===== src/rtl/ctrl_poller.sv =====
// Parallel serial game-controller scanner with a per-port CPU shift-register view.
// A scan strobes all pads, clocks NUM_BITS out of each and latches the inverted snapshot.
module ctrl_poller #(
    parameter int NUM_PORTS  = 2,
    parameter int NUM_BITS   = 8,
    parameter int HALF       = 6,
    parameter int STROBE_CYC = 12,
    parameter int AUTO_DIV   = 0
) (
    input  logic                          clk_cpu,
    input  logic                          rst_n,
    input  logic                          poll,
    output logic                          busy,
    output logic                          valid,
    output logic [NUM_PORTS*NUM_BITS-1:0] buttons,
    input  logic [NUM_PORTS-1:0]          ctrl_data,
    output logic                          ctrl_out,
    output logic                          ctrl_strobe,
    input  logic                          cpu_strobe,
    input  logic [NUM_PORTS-1:0]          cpu_rd,
    output logic [NUM_PORTS-1:0]          cpu_bit
);
    localparam int W    = NUM_PORTS * NUM_BITS;
    localparam int CMAX = (HALF > STROBE_CYC) ? HALF : STROBE_CYC;
    localparam int CW   = $clog2(CMAX + 1);
    localparam int KW   = $clog2(NUM_BITS);

    typedef enum logic [2:0] {IDLE, STROBE, SETTLE, CLK_LO, CLK_HI, DONE} state_t;

    state_t          state_q, state_d;
    logic [CW-1:0]   cnt_q, cnt_d;
    logic [KW-1:0]   bit_q, bit_d;
    logic            busy_q, busy_d;
    logic            valid_q, valid_d;
    logic            ctrl_out_q, ctrl_out_d;
    logic            ctrl_strobe_q, ctrl_strobe_d;
    logic [W-1:0]    sampled_q, sampled_d;
    logic [W-1:0]    buttons_q, buttons_d;
    logic [NUM_PORTS-1:0] sync1_q, sync2_q;
    logic            auto_exp;

    generate
        if (AUTO_DIV > 0) begin : g_auto
            localparam int AW = $clog2(AUTO_DIV + 1);
            logic [AW-1:0] auto_q, auto_d;
            assign auto_exp = (auto_q == AW'(AUTO_DIV - 1));
            always_comb begin
                auto_d = auto_exp ? '0 : auto_q + 1'b1;
            end
            always_ff @(posedge clk_cpu or negedge rst_n) begin
                if (!rst_n) auto_q <= '0;
                else        auto_q <= auto_d;
            end
        end else begin : g_no_auto
            assign auto_exp = 1'b0;
        end
    endgenerate

    always_comb begin
        state_d       = state_q;
        cnt_d         = cnt_q + 1'b1;
        bit_d         = bit_q;
        busy_d        = busy_q;
        valid_d       = 1'b0;
        ctrl_out_d    = ctrl_out_q;
        ctrl_strobe_d = ctrl_strobe_q;
        sampled_d     = sampled_q;
        buttons_d     = buttons_q;
        case (state_q)
            IDLE: begin
                cnt_d = '0;
                if (poll || auto_exp) begin
                    state_d       = STROBE;
                    busy_d        = 1'b1;
                    ctrl_strobe_d = 1'b1;
                end
            end
            STROBE: begin
                if (cnt_q == CW'(STROBE_CYC - 1)) begin
                    state_d       = SETTLE;
                    cnt_d         = '0;
                    ctrl_strobe_d = 1'b0;
                end
            end
            SETTLE: begin
                if (cnt_q == CW'(HALF - 1)) begin
                    for (int p = 0; p < NUM_PORTS; p++)
                        sampled_d[p*NUM_BITS] = sync2_q[p];
                    bit_d      = KW'(1);
                    state_d    = CLK_LO;
                    cnt_d      = '0;
                    ctrl_out_d = 1'b0;
                end
            end
            CLK_LO: begin
                if (cnt_q == CW'(HALF - 1)) begin
                    state_d    = CLK_HI;
                    cnt_d      = '0;
                    ctrl_out_d = 1'b1;
                end
            end
            CLK_HI: begin
                if (cnt_q == CW'(HALF - 1)) begin
                    for (int p = 0; p < NUM_PORTS; p++)
                        sampled_d[p*NUM_BITS + int'(bit_q)] = sync2_q[p];
                    cnt_d = '0;
                    if (bit_q == KW'(NUM_BITS - 1)) begin
                        state_d = DONE;
                    end else begin
                        bit_d      = bit_q + 1'b1;
                        state_d    = CLK_LO;
                        ctrl_out_d = 1'b0;
                    end
                end
            end
            DONE: begin
                // Pads drive active-low; the snapshot is stored as 1 = pressed.
                buttons_d = ~sampled_q;
                valid_d   = 1'b1;
                busy_d    = 1'b0;
                state_d   = IDLE;
            end
            default: state_d = IDLE;
        endcase
    end

    always_ff @(posedge clk_cpu or negedge rst_n) begin
        if (!rst_n) begin
            state_q       <= IDLE;
            cnt_q         <= '0;
            bit_q         <= '0;
            busy_q        <= 1'b0;
            valid_q       <= 1'b0;
            ctrl_out_q    <= 1'b1;
            ctrl_strobe_q <= 1'b0;
            sampled_q     <= '0;
            buttons_q     <= '0;
            sync1_q       <= '1;
            sync2_q       <= '1;
        end else begin
            state_q       <= state_d;
            cnt_q         <= cnt_d;
            bit_q         <= bit_d;
            busy_q        <= busy_d;
            valid_q       <= valid_d;
            ctrl_out_q    <= ctrl_out_d;
            ctrl_strobe_q <= ctrl_strobe_d;
            sampled_q     <= sampled_d;
            buttons_q     <= buttons_d;
            sync1_q       <= ctrl_data;
            sync2_q       <= sync1_q;
        end
    end

    // CPU view: each port owns a shadow shift register fed from the snapshot.
    genvar gi;
    generate
        for (gi = 0; gi < NUM_PORTS; gi++) begin : g_port
            logic [NUM_BITS-1:0] shadow_q, shadow_d;
            always_comb begin
                shadow_d = shadow_q;
                if (cpu_strobe)
                    shadow_d = buttons_q[gi*NUM_BITS +: NUM_BITS];
                else if (cpu_rd[gi])
                    shadow_d = {1'b1, shadow_q[NUM_BITS-1:1]};
            end
            always_ff @(posedge clk_cpu or negedge rst_n) begin
                if (!rst_n) shadow_q <= '0;
                else        shadow_q <= shadow_d;
            end
            assign cpu_bit[gi] = shadow_q[0];
        end
    endgenerate

    assign busy        = busy_q;
    assign valid       = valid_q;
    assign buttons     = buttons_q;
    assign ctrl_out    = ctrl_out_q;
    assign ctrl_strobe = ctrl_strobe_q;
endmodule


===== config.mk =====
export PLATFORM = sky130hd
export DESIGN_NAME = ctrl_poller
export DESIGN_NICKNAME = d
export VERILOG_FILES = /design/src/rtl/ctrl_poller.sv
export SDC_FILE = /design/constraint.sdc
export NUM_CORES = 1
export LEC_CHECK = 0
export CORE_MARGIN = 5
export CORE_UTILIZATION = 25
export CTS_CLUSTER_SIZE = 28
export DETAILED_ROUTE_END_ITERATION = 8
export PLACE_DENSITY = 0.4
export RECOVER_POWER = 25
export SYNTH_ARGS = -nofsm -noshare
export SYNTH_HDL_FRONTEND = slang
export SYNTH_SLANG_ARGS = --single-unit

===== constraint.sdc =====
create_clock -name clk_cpu -period 3.7 [get_ports clk_cpu]
set_input_delay 0.74 -clock clk_cpu [delete_from_list [all_inputs] [get_ports clk_cpu]]
set_output_delay 0.74 -clock clk_cpu [all_outputs]
set_load 0.05 [all_outputs]

==> flow_summary.toml <==
[synth]
synth_cell_types = 34
synth_fp_nets = 259
synth-seq-cells = 66
syn_inst = 247
syn_avg_cell_area_um2 = 11.29
netlist_area_um2 = 2789
yosys_warnings = 0
seq_area_frac_synth = 0.5944

[floorplanning]
core_um2 = 10890
start_util = 0.2561
dieArea_um2 = 13370
io_pins = 30
rows = 38
die_h_um = 115.6
die_x_um = 115.6

[placed_design]
placed_cells = 402
dp_hpwl_mm = 3.752
port_buffers = 29
place_area_um2 = 3177
gp_congestion = 0.6640

[power]
power.density_nw_per_um2 = 443.9
p_leak_uw = 0.001488
ir_drop_uv = 186.7

[final_layout]
finalNetCount = 285
seqCellArea_um2 = 1658
instances_no_fill = 418
fillerInstances = 1152
synthToLayoutAreaGrowth_pct = 22.48
multi_input_area_um2 = 1040
stdcell_area_um2 = 3416
drive_gt1_frac = 0.1511
antenna_cells = 0

[detailed_routing]
ant_nets = 0
detail_route.first_pass.iterations = 4
drtIter0Drc = 97
vias = 1841
routed_via_density = 4.404
post_drt_wl_per_cell_um = 13.29
drt-total-wl_mm = 5.556
drc = 0

[clocking]
post_cts_buffers = 0
insertion_delay_ps = 340
post_cts_resized = 0
cts_tree = "built"
root_buffer = "clkbuf_8"
cts_sinks = 66
cts_buffer_depth = 2
path_clk_slew_ps = 70
cts_buffers = 9
cts_max_level = 3
ctsHoldBuffers = 0

[worst_hold_path]
min_delay_worst_endpoint = "sync2_q[1]$_DFF_PN1_"
worstHoldStart = "sync1_q[1]$_DFF_PN1_"
min_path_cells = 0
hold_path.class = "reg -> reg"

[timing]
slew_viol_final = 67
hold_violations = 0
slew_headroom = -0.1032
grt_setup_unrepaired = "no"
setup_tns_ps = 0
period_share = 0.6515
tightest_slew_ps = 1655
clock.fmax_mhz = 414.8
setup_viol = 0
hold_slack_ps = 358.3
skew_ps = 12.71
fin_crit_ps = 2411

[critical_path]
path_cells = "clkdlybuf4s50_1"
endpoint_kind = "output pin"
crit_required_ps = 2960
cp_top_family = "buffers and inverters"
cp_max_fo = 3
reg2reg_slack_ps = 1670
cp-start-kind = "flop"
r2r-start = "state_q[0]$_DFFE_PN0P_"
crit_buf_inv = 1
cp_data_arrival_time_ps = 1670
slowest_stage = "clkdlybuf4s50_1"
crit_type = "reg -> out"
rr_worst_depth = 2
reg2reg_to = "buttons[12]$_DFFE_PN0P_"
cpPeakStageDelay_ps = 800

[grt]
grt_max_degree = 67
track_usage = 0.09130
grt_pass1_wl_mm = 9.466
grt-ovfl-total = 0
antenna_found_initial = 0
grt_pass1_vias = 1862

[flow_run]
max_cap_viol_count = 1

[outcome]
status = "finished with violations"
violations = "max-capacitance violations, max-slew violations"
==> logic make-up (layout without fill, tap and decap cells) <==
family / Yosys count / count (layout) / share of synthesized area
multiplexers: 30 / 30 / 0.1175
adder cells (fa/ha/maj): 4 / 4 / 0.01795
buffers and inverters: 18 / 49 / 0.03275
flip-flops: 66 / 66 / 0.5944
XOR/XNOR: 3 / 3 / 0.009423
AO/OA/AOI/OAI: 49 / 49 / 0.09466
AND/OR/NAND/NOR: 77 / 77 / 0.1332
==> state kept, by name, indices dropped and copies added, names as in the netlist, 2 cells and up <==
name             cells
sync2_q              2
buttons             16
sampled_q           16
sync1_q              2
cnt_q                4
state_q              3
bit_q                3
g_port.shadow_q     16
==> layer usage <==
metal / track usage / part of all wire / up-vias
met5: 0 / 0 / -
met4: 0.02552 / 0.010 / 0
met3: 0.03812 / 0.061 / 5
met2: 0.1385 / 0.44 / 34
met1: 0.1205 / 0.49 / 896
li1: - / - / 906
==> area by class of cell <==
type,instances,share of cell area
tap,140,0.05128
clock buffer,10,0.03736
multi-input combinational,163,0.3044
sequential,66,0.4853
clock inverter,6,0.03333
inverter,3,0.003297
timing repair buffer,30,0.08498
==> how the worst max path moves through the flow <==
stage	start	endpoint	slack [ps]	cells past startpoint
6_report	ctrl_out$_DFFE_PN1P_	ctrl_out	1290	1
4_1_cts	ctrl_out$_DFFE_PN1P_	ctrl_out	1260	1
3_3_place_gp	cpu_strobe	g_port[1].shadow_q[0]$_DFFE_PN0P_	1490	2
2_1_floorplan	cnt_q[1]$_DFF_PN0_	sampled_q[15]$_DFFE_PN0P_	2000	7
5_1_grt	ctrl_out$_DFFE_PN1P_	ctrl_out	1240	1
3_5_place_dp	cpu_strobe	g_port[0].shadow_q[4]$_DFFE_PN0P_	1470	2
==> synth_stat cells, drive strengths merged <==
cell | number | area (um2)
a211o | 1 | 8.760
a21oi | 5 | 25.02
a22o | 2 | 17.52
and3b | 1 | 8.760
buf | 6 | 46.29
clkbuf | 9 | 33.78
dfrtp | 61 | 1526
dfstp | 5 | 131.4
ha | 4 | 50.05
inv | 3 | 11.26
mux2 | 16 | 187.7
mux2i | 14 | 140.1
nand2 | 39 | 148.9
nand2b | 2 | 12.51
nand3 | 4 | 20.02
nand3b | 3 | 22.52
nand4 | 2 | 12.51
nor2 | 14 | 52.55
nor2b | 2 | 12.51
nor3 | 3 | 15.01
nor3b | 1 | 18.77
nor4 | 2 | 12.51
o211ai | 3 | 22.52
o21ai | 38 | 190.2
or2b | 1 | 7.510
or3 | 2 | 17.52
or4b | 1 | 10.01
xnor2 | 2 | 17.52
xor2 | 1 | 8.760
==> where the power goes <==
group          total (uW)  switching (uW)  internal (uW)  leakage [uW]
combinational        38.7            25.0           13.7      0.000513
sequential            738            6.45            732      0.000862
clock                 739             289            450      0.000113
total                1520             320           1200       0.00149
==> stage by stage <==
stage                     utilization  total power [uW]  worst slack, ps
after global routing           0.3137              1589             1240
after global placement         0.2918             794.2             1486
after CTS                      0.3140              1547             1260
after detailed placement       0.2918             794.3             1469
final                          0.3137              1516             1289
after floorplan                     -             766.7             2004
==> placed cells by master (no fill, tap or decap), drive strengths merged <==
cell type	count
a211o	1
nand2b	2
and3b	1
nand2	39
bufinv	3
o21ai	38
dfrtp	61
o211ai	3
nor2	14
clkbuf	11
mux2i	14
nand3b	3
nand4	2
nor4	2
or3	2
nor2b	2
a21oi	5
clkinvlp	2
xor2	1
ha	4
or2b	1
a22o	2
or4b	1
dfstp	5
buf	1
clkdlybuf4s50	26
nor3	3
inv	4
xnor2	2
dlygate4sd3	2
mux2	16
nor3b	1
nand3	4
No activity file was read; power rests on OpenSTA's default activity.
